===== src/rtl/pipelined_exec_alu.sv =====
// Execute-stage ALU: single-cycle logic/arith/shift ops with a registered result,
// plus an iterative shift-add multiplier with Busy/Done handshaking for stall control.
module pipelined_exec_alu #(
    parameter int WIDTH = 32
) (
    input  logic             Clk,
    input  logic             Rst,
    input  logic             Start,
    input  logic [5:0]       ALUControl,
    input  logic [WIDTH-1:0] A,
    input  logic [WIDTH-1:0] B,
    input  logic [4:0]       Shamt,
    output logic [WIDTH-1:0] Result,
    output logic             Zero,
    output logic             Busy,
    output logic             Done
);

    localparam logic [5:0] OP_ADD = 6'b100000;
    localparam logic [5:0] OP_SUB = 6'b100010;
    localparam logic [5:0] OP_MUL = 6'b011000;
    localparam logic [5:0] OP_AND = 6'b100100;
    localparam logic [5:0] OP_OR  = 6'b100101;
    localparam logic [5:0] OP_NOR = 6'b100111;
    localparam logic [5:0] OP_XOR = 6'b100110;
    localparam logic [5:0] OP_SLL = 6'b000000;
    localparam logic [5:0] OP_SRL = 6'b000010;

    localparam int CW = (WIDTH > 1) ? $clog2(WIDTH) : 1;
    localparam logic [CW-1:0] LAST = CW'(WIDTH - 1);

    typedef enum logic {
        IDLE,
        MUL_RUN
    } state_t;

    state_t           state, state_next;
    logic [WIDTH-1:0] mcand, mplier, acc, acc_step;
    logic [CW-1:0]    count;
    logic [WIDTH-1:0] single_res;
    logic             load_mul, issue_single, finish_mul;

    always_comb begin
        single_res = '0;
        case (ALUControl)
            OP_ADD:  single_res = A + B;
            OP_SUB:  single_res = A - B;
            OP_AND:  single_res = A & B;
            OP_OR:   single_res = A | B;
            OP_NOR:  single_res = ~(A | B);
            OP_XOR:  single_res = A ^ B;
            OP_SLL:  single_res = B << Shamt;
            OP_SRL:  single_res = B >> Shamt;
            default: single_res = '0;
        endcase
    end

    // The final iteration's partial sum is folded in combinationally so Result
    // is written on the same edge that completes iteration WIDTH.
    assign acc_step = mplier[0] ? (acc + mcand) : acc;

    always_ff @(posedge Clk) begin
        if (!Rst) state <= IDLE;
        else      state <= state_next;
    end

    always_comb begin
        state_next   = state;
        load_mul     = 1'b0;
        issue_single = 1'b0;
        finish_mul   = 1'b0;
        case (state)
            IDLE: begin
                if (Start) begin
                    if (ALUControl == OP_MUL) begin
                        load_mul   = 1'b1;
                        state_next = MUL_RUN;
                    end else begin
                        issue_single = 1'b1;
                    end
                end
            end
            MUL_RUN: begin
                if (count == LAST) begin
                    finish_mul = 1'b1;
                    state_next = IDLE;
                end
            end
            default: state_next = IDLE;
        endcase
    end

    always_ff @(posedge Clk) begin
        if (!Rst) begin
            Result <= '0;
            Zero   <= 1'b1;
            Done   <= 1'b0;
            mcand  <= '0;
            mplier <= '0;
            acc    <= '0;
            count  <= '0;
        end else begin
            Done <= issue_single | finish_mul;
            if (issue_single) begin
                Result <= single_res;
                Zero   <= (single_res == '0);
            end
            if (load_mul) begin
                mcand  <= A;
                mplier <= B;
                acc    <= '0;
                count  <= '0;
            end else if (state == MUL_RUN) begin
                acc    <= acc_step;
                mcand  <= mcand << 1;
                mplier <= mplier >> 1;
                count  <= count + 1'b1;
            end
            if (finish_mul) begin
                Result <= acc_step;
                Zero   <= (acc_step == '0);
            end
        end
    end

    assign Busy = (state == MUL_RUN);

endmodule


===== config.mk =====
export PLATFORM = sky130hd
export DESIGN_NAME = pipelined_exec_alu
export DESIGN_NICKNAME = d
export VERILOG_FILES = /design/src/rtl/pipelined_exec_alu.sv
export SDC_FILE = /design/constraint.sdc
export NUM_CORES = 1
export LEC_CHECK = 0
export ABC_AREA = 1
export ABC_CLOCK_PERIOD_IN_PS = 4800
export CAP_MARGIN = 40
export CORE_AREA = 2 2 182 184
export DETAILED_ROUTE_END_ITERATION = 8
export DIE_AREA = 0 0 184 186
export GPL_ROUTABILITY_DRIVEN = 0
export MAX_ROUTING_LAYER = met4
export PLACE_DENSITY_LB_ADDON = 0.05
export SYNTH_ARGS = -nofsm -noshare
export SYNTH_HDL_FRONTEND = slang
export SYNTH_SLANG_ARGS = --single-unit

===== constraint.sdc =====
create_clock -name Clk -period 4.8 [get_ports Clk]
set_clock_uncertainty 0.1 [all_clocks]
set_input_delay 0.96 -clock Clk [delete_from_list [all_inputs] [get_ports Clk]]
set_output_delay 0.96 -clock Clk [all_outputs]
set_load 0.03 [all_outputs]

## Yosys cells after proc, flatten, opt, wreduce, memory -nomap -nowiden

Index checks and enable logic that the tools add are counted.

| word-level totals | value |
|---|---|
| flip-flop bits (word level) | 136 |
| output and inout port bits | 35 |
| word-level logic and storage cells | 56 |

| cells by class | value |
|---|---|
| $add $sub $neg | 4 |
| equality and inequality tests | 9 |
| shift-type cells | 2 |
| muxes and demuxes | 20 |
| bitwise logic cells | 7 |
| reductions and logical operators | 6 |

Operators with widths:

| operator | count |
|---|---|
| case mux 32 bit (8 select lines) | 1 |
| two-way mux 32 bit | 7 |
| adder 32 bit | 2 |
| zero test 32 bit | 2 |
| == test 6 bit, second input constant | 6 |
| AND 32 bit | 1 |
| NOT 32 bit | 1 |
| bitwise OR 32 bit | 1 |
| left shift 32 x 5 -> 32 bit | 1 |
| right shift 32 x 5 -> 32 bit | 1 |
| subtractor 32 bit | 1 |
| XOR 32 bit | 1 |
| two-way mux 1 bit | 11 |
| == test 6 x 2 -> 1 bit, second input constant | 1 |
| == test 6 x 5 -> 1 bit, second input constant | 1 |
| zero test 6 bit | 1 |
| adder 5 x 1 -> 5 bit, second input constant | 1 |
| == test 5 bit, second input constant | 1 |
| nonzero test 2 bit | 2 |
| NOT 1 bit | 2 |
| case mux 1 bit (2 select lines) | 1 |
| OR reduction 2 bit | 1 |
| bitwise OR 1 bit | 1 |

## Longest topological paths before layout

Gate-level depths: netlist of the first run.

| logic depth | value |
|---|---|
| word-level depth | 6 |
| mapped depth | 33 |

## Worst setup path after synthesis of the first run

OpenSTA, ideal clock, no wires.

| path | value |
|---|---|
| kind | input to register |
| start | input B[0] |
| end | register Zero |
| library setup time | 0.058 ns |
| data arrival time | 4.037 ns |
| data required time | 4.642 ns |
| setup slack | 0.605 ns |
| stages | 32 |
| path buffers | 0 |
| path through | inv_1 ha_1 inv_1 nor3_1 inv_1 nor3_1 inv_1 nor2_2 nand4_1 nor4_2 nor2_1 a21oi_2 o21ai_0 xor2_1 ha_1 nand2_1 nor2_1 inv_1 nor2_1 and2_1 nand2_1 nand2_1 nand2_1 nand3_1 nand2_1 nor2_1 nand4_1 nor2_1 nand2_1 nand2_1 nand2_1 nand2_1 |

| between the ends | value |
|---|---|
| cells in the longest elaborated chain, start to end | 6 |

Ends and longest elaborated chain:

| element | RTL line | source |
|---|---|---|
| start: declaration | 11 | `input logic [WIDTH-1:0] B,` |
| parallel branches: the longest is 2 deep, another holds subtractor 32 bit | - |  |
| case mux 32 bit (8 select lines) * | 45 | `case (ALUControl)` |
| zero test 32 bit * | 106 | `Zero <= (single_res == '0);` |
| two-way mux 1 bit * | 104 | `if (issue_single) begin` |
| two-way mux 1 bit * | 119 | `if (finish_mul) begin` |
| end signal: assignment | 106 |  |
| end signal: assignment | 121 | `Zero <= (acc_step == '0);` |
| end: declaration | 14 | `output logic Zero,` |

Every way passes the cells marked *. The select of a mux whose other input is x is not followed.
A chain may end at the register's enable or synchronous reset.

## Worst setup path in the final report of the first run

| path | value |
|---|---|
| start | input B[13] |
| end | register Result[21] |

| between the ends | value |
|---|---|
| cells in the longest elaborated chain, start to end | 4 |

Ends and longest elaborated chain:

| element | RTL line | source |
|---|---|---|
| subtractor 32 bit, or another cell as far along | 47 | `OP_SUB: single_res = A - B;` |
| case mux 32 bit (8 select lines) * | 45 |  |
| two-way mux 32 bit * | 104 |  |
| two-way mux 32 bit * | 119 |  |
| end signal: assignment | 105 | `Result <= single_res;` |
| end signal: assignment | 120 | `Result <= acc_step;` |
| end: declaration | 13 | `output logic [WIDTH-1:0] Result,` |

Every way passes the cells marked *; elsewhere a longest branch is shown, timed or not. The select of a mux whose other input is x is not followed.

==> impl_metrics.yaml, run 1 <==
status:
  outcome: "finished, final reports clean"
layout:
  mostFrequentLayoutCells: "nand2_1 (1042), nand3_1 (519), inv_1 (395), nor2_1 (290), buf_4 (208)"
  final_common_cell: "nand2_1"
  design_area_um2: 20400
  area_growth_pct: 20.21
  layout-drive-gt1-share: 0.09737
  nets: 3544
floorplanning:
  core_um2: 32210
  die_width_um: 184
  die-area_um2: 34220
  die_y_um: 186
  io_pins: 113
  row_count: 66
  start_util: 0.5269
global_route:
  grt_pass1_vias: 20164
  gr-total-overflow: 0
  grtUsageTotal: 0.4522
  grt_max_degree: 64
  antenna_found_initial: 1
  grt_pass1_wl_mm: 113.7
logic_synthesis:
  syn_nets: 3329
  avgSynthCellArea_um2: 5.439
  ys_seq_elements: 136
  syn_inst: 3120
  ys_seq_area_frac: 0.1604
  synth_cell_type_count: 43
  synth_edf_count: 0
  synth_area_um2: 16970
  ys_async_sr_fraction: 0
  yosysWarningCount: 0
  synthFlopType: "dfxtp_1"
place:
  hpwl_mm: 59.99
  dp_slack_ns: -0.3506
  port_buffers: 112
  placed_area_um2: 19580
timing:
  finalCritPeriodShare: 0.9617
  hold_slack_ns: 0.3632
  slew_headroom: 0.4452
  tightestPinTransition_ns: 0.8235
  max_freq_ghz: 0.2166
  report.final.hold_viol_count: 0
  setup_violations: 0
  slew_viol_final: 0
  setup_slack_ns: 0.1840
  period_needed_ns: 4.616
routing:
  drt_drc_violations_left: 0
  wl_per_cell_um: 19.99
  drt_wl_total_mm: 75.10
  ant_nets: 0
  drt-vias-per-instance: 5.929
  first_pass_iters: 8
  drtIter0Drc: 2986
  vias: 22275
clocking:
  clockBufferDepth: 2
  numCtsBuffers: 17
  clkSinkCount: 136
  htree_levels: 4
  cts-root-buf: "clkbuf_16"
  cts_tree: "yes"
  clkTransAtPathRegs_ns: 0.07
  clk_latency_ns: 0.46
power_and_ir_drop:
  ir_drop_uv: 324.5
  power_leakage_nw: 10.74
  power_density_nw_per_um2: 187.6
critical_path:
  crit_fanout: 3
  rr_worst_depth: 22
  cp.required_ns: 5.01
  endpoint_kind: "flop"
  worstPathArrival_ns: 4.83
  crit_type: "in -> reg"
  cp-start-kind: "primary input"
min_path:
  hold_path_depth: 2
  hp-class: "reg -> reg"
run:
  max_cap_violations: 0
-- critical path: stages --
cell and delay (ns):
clkdlybuf4s50_1 0.48, nor4_1 0.36, buf_4 0.20, nand4_1 0.21
nor4_4 0.35, nor2_2 0.08, buf_4 0.14, xor2_1 0.15
ha_1 0.38, nand2_2 0.09, buf_4 0.15, nor3_1 0.32
nand2_1 0.12, nand2_1 0.11, nand2_1 0.06, inv_1 0.05
o21ai_1 0.09, buf_4 0.16, o211ai_1 0.27, a21oi_1 0.10
-- metal layers --
layer  routed length [um]  GRT usage  vias to the layer above
met2                30170     0.6557                     1506
met1                28770     0.5492                     9927
met4                 5813     0.2870                        0
met3                10340     0.1307                      348
li1                     -          -                    10494
met5                    0          -                        -
-- cell type report --
class                   instances  area (um^2)
inverters                     413         1550
fillers                      3301        11810
multi-input cells            2444        12260
repair buffers                323         2729
clock inverters                15        191.4
flip-flops and latches        136         2726
diodes                          1        2.502
clock buffers                  17        425.4
well taps                     408        510.5
-- power by group --
part / internal (mW) / total [mW] / switching [mW]
registers: 1.14 / 1.15 / 0.0110
logic: 0.452 / 1.24 / 0.784
clock network: 0.830 / 1.44 / 0.609
-- synthesized netlist by cell type, types with 14 or more instances --
| cell | count | area (um^2) |
|---|---|---|
| o211ai_1 | 34 | 255.2 |
| nand4_1 | 34 | 212.7 |
| nor3_1 | 23 | 115.1 |
| inv_1 | 398 | 1494 |
| buf_2 | 43 | 215.2 |
| nand2_1 | 1046 | 3926 |
| a31oi_1 | 37 | 231.5 |
| dfxtp_1 | 136 | 2723 |
| nand3_1 | 521 | 2608 |
| a21oi_1 | 85 | 425.4 |
| xor2_1 | 33 | 289.0 |
| nand3b_1 | 19 | 142.6 |
| ha_1 | 129 | 1614 |
| clkbuf_1 | 58 | 217.7 |
| o21ai_0 | 87 | 435.4 |
| nor2_1 | 304 | 1141 |
| buf_1 | 14 | 52.55 |
-- through the flow --
step,instances,power [mW],TNS (ns),util
6_report,3757,3.827,0,0.6334
3_3_place_gp,3717,2.316,-2.279,0.6064
3_5_place_dp,3719,2.331,-3.961,0.6078
2_1_floorplan,3120,1.835,0,-
5_1_grt,3757,3.975,-0.04796,0.6334
4_1_cts,3751,3.755,0,0.6270
-- cell families (layout without fill, tap and decap cells) --
kind of cell,after synthesis,after routing,share of synthesized area
DFF,136,136,0.1604
buffers and inverters,540,768,0.1262
other,0,1,0
and+or+nand+nor,1981,1981,0.4946
xor gates and xnor gates,37,37,0.01910
adders and majority gates,131,131,0.09747
AOI/OAI and AO/OA,295,295,0.1023
-- flip-flops by register name (all words and copies together) (netlist names) --
register and flops:
Busy 1, Done 1, Result 32, Zero 1, acc 32, count 5
mcand 32, mplier 32
-- final timing paths --
| kind | start | endpoint | slack (ns) |
|---|---|---|---|
| min reg2reg | mplier[31] | mplier[31] | 0.36 |
| min | mplier[31] | mplier[31] | 0.36 |
| max reg2reg | mcand[0] | Zero | 1.18 |
| max | B[13] | Result[21] | 0.18 |
-- what timing repair did --
action,4_1_cts,5_1_grt
setup endpoints to repair,0,16
hold buffers,0,0
setup buffers,0,5
gates resized for setup,0,49
(Power assumes the default switching activity.)
==> inputs of run 2 (changes only) <==
Settings changed: GPL_ROUTABILITY_DRIVEN 0 to default, PLACE_DENSITY from default to 0.72, PLACE_DENSITY_LB_ADDON 0.05 to default.
==> run 2 against run 1 <==
Compared with the run above: flip-flop and latch count unchanged; wire length increased by 7.8%; setup slack improved by 0.070 ns; die area unchanged; count of clock-buffer cells in the layout increased by 2; fmax increased by 1.5%; critical path type unchanged; total power decreased by 3.8%; first-iteration DRC count increased by 11%; global-route usage increased by 2.7 points; sequential share of layout area about the same; highest routed layer unchanged; clock power decreased by 13%; register-to-register slack got worse by 0.15 ns.
==> impl_metrics.yaml, run 2 (synthesis results as in run 1) <==
routing:
  wl_per_cell_um: 21.55
  vias: 22555
  ant_nets: 0
  drt-vias-per-instance: 6.002
  drt_drc_violations_left: 0
  drtIter0Drc: 3326
  drt_wl_total_mm: 80.97
  first_pass_iters: 6
min_path:
  hp-class: "reg -> reg"
layout:
  layout-drive-gt1-share: 0.09827
  mostFrequentLayoutCells: "nand2_1 (1039), nand3_1 (520), inv_1 (394), nor2_1 (291), buf_4 (207)"
  postLayoutCoreUtil: 0.6319
  final_common_cell: "nand2_1"
  instances_no_fill: 3758
  nets: 3544
  fillerInstances: 3149
  area_growth_pct: 19.93
run:
  max_cap_violations: 0
clocking:
  clkTransAtPathRegs_ns: 0.06
  numCtsBuffers: 17
  cts_tree: "yes"
  htree_levels: 4
  cts-root-buf: "clkbuf_16"
  clockBufferDepth: 2
  clkSinkCount: 136
  clk_latency_ns: 0.44
global_route:
  grt_pass1_wl_mm: 119.6
  antenna_found_initial: 1
  grt_max_degree: 95
  gr-total-overflow: 0
  grtUsageTotal: 0.4796
  grt_pass1_vias: 20303
timing:
  tightestPinTransition_ns: 0.9499
  setup_slack_ns: 0.2541
  setup_violations: 0
  hold_slack_ns: 0.3728
  period_needed_ns: 4.546
  report.final.hold_viol_count: 0
  finalCritPeriodShare: 0.9471
  max_freq_ghz: 0.2200
  slew_viol_final: 0
  slew_headroom: 0.3660
power_and_ir_drop:
  power_mw: 3.683
  power_density_nw_per_um2: 181.0
  power_leakage_nw: 10.71
  ir_drop_uv: 275.3
floorplanning:
  start_util: 0.5269
  io_pins: 113
  die-area_um2: 34220
  core_um2: 32210
  row_count: 66
  die_y_um: 186
  die_width_um: 184
critical_path:
  cp-start-kind: "primary input"
  crit_type: "in -> reg"
  cp.required_ns: 5.07
  endpoint_kind: "flop"
  worstPathArrival_ns: 4.82
  crit_fanout: 4
place:
  gp_congestion: 1.194
  dp.cells: 3719
  port_buffers: 112
  hpwl_mm: 65.13
  dp_slack_ns: -0.3985
status:
  outcome: "finished, final reports clean"
[run 2: critical path: stages]
cell and delay, ns:
clkdlybuf4s50_1 0.47, nor4_2 0.35, buf_4 0.20, nand4_1 0.17
nor4_2 0.29, nand2_1 0.12, o21ai_2 0.15, buf_4 0.12
xor2_1 0.17, ha_1 0.32, nand2_1 0.21, o21ai_0 0.18
a21oi_1 0.16, o21a_1 0.16, nand3b_1 0.07, nand3_1 0.11
nand2_1 0.08, nor2_1 0.13, nand2_1 0.06, nor2_1 0.11
nand2_1 0.07, nand2_1 0.05, nand2_1 0.05, nand2_1 0.06
[run 2: repair_timing]
action | 4_1_cts | 5_1_grt
setup buffers | 0 | 5
endpoints found under the setup margin | 0 | 16
hold buffers | 0 | 0
gates resized for setup | 0 | 58
[run 2: metal layers]
metal	global-route usage	wire, um
met1	0.6048	31520
met2	0.7200	33950
met3	0.1096	10570
met4	0.2397	4932
met5	-	0
[run 2: worst paths after layout]
path	endpoint	slack [ns]	from	depth (start not counted)
worst min-delay path	Result[21]	0.37	Result[21]	2
worst min register to register	Result[21]	0.37	Result[21]	2
worst max register to register	Zero	1.03	mcand[0]	22
worst max-delay path	Zero	0.25	B[13]	24
[run 2: through the flow]
step | setup TNS [ns] | area (um^2)
finish | 0 | 20350
global route | -0.02506 | 20350
CTS | 0 | 20150
detailed placement | -3.902 | 19590
global placement | -2.510 | 19550
floorplan | 0 | 16970
[run 2: cell type report]
| cell class | instances | area, um^2 | share of cell area |
|---|---|---|---|
| sequential | 136 | 2726 | 0.1340 |
| antenna | 2 | 5.005 | 0.0002459 |
| clock inverter | 13 | 122.6 | 0.006025 |
| tap | 408 | 510.5 | 0.02508 |
| inverter | 413 | 1550 | 0.07617 |
| clock buffer | 19 | 432.9 | 0.02127 |
| timing repair buffer | 323 | 2744 | 0.1348 |
| multi-input combinational | 2444 | 12260 | 0.6024 |
[run 2: report_power, final]
group | switching, mW | internal, mW | total [mW]
Clock | 0.548 | 0.716 | 1.26
Sequential | 0.0112 | 1.14 | 1.15
Combinational | 0.816 | 0.450 | 1.27
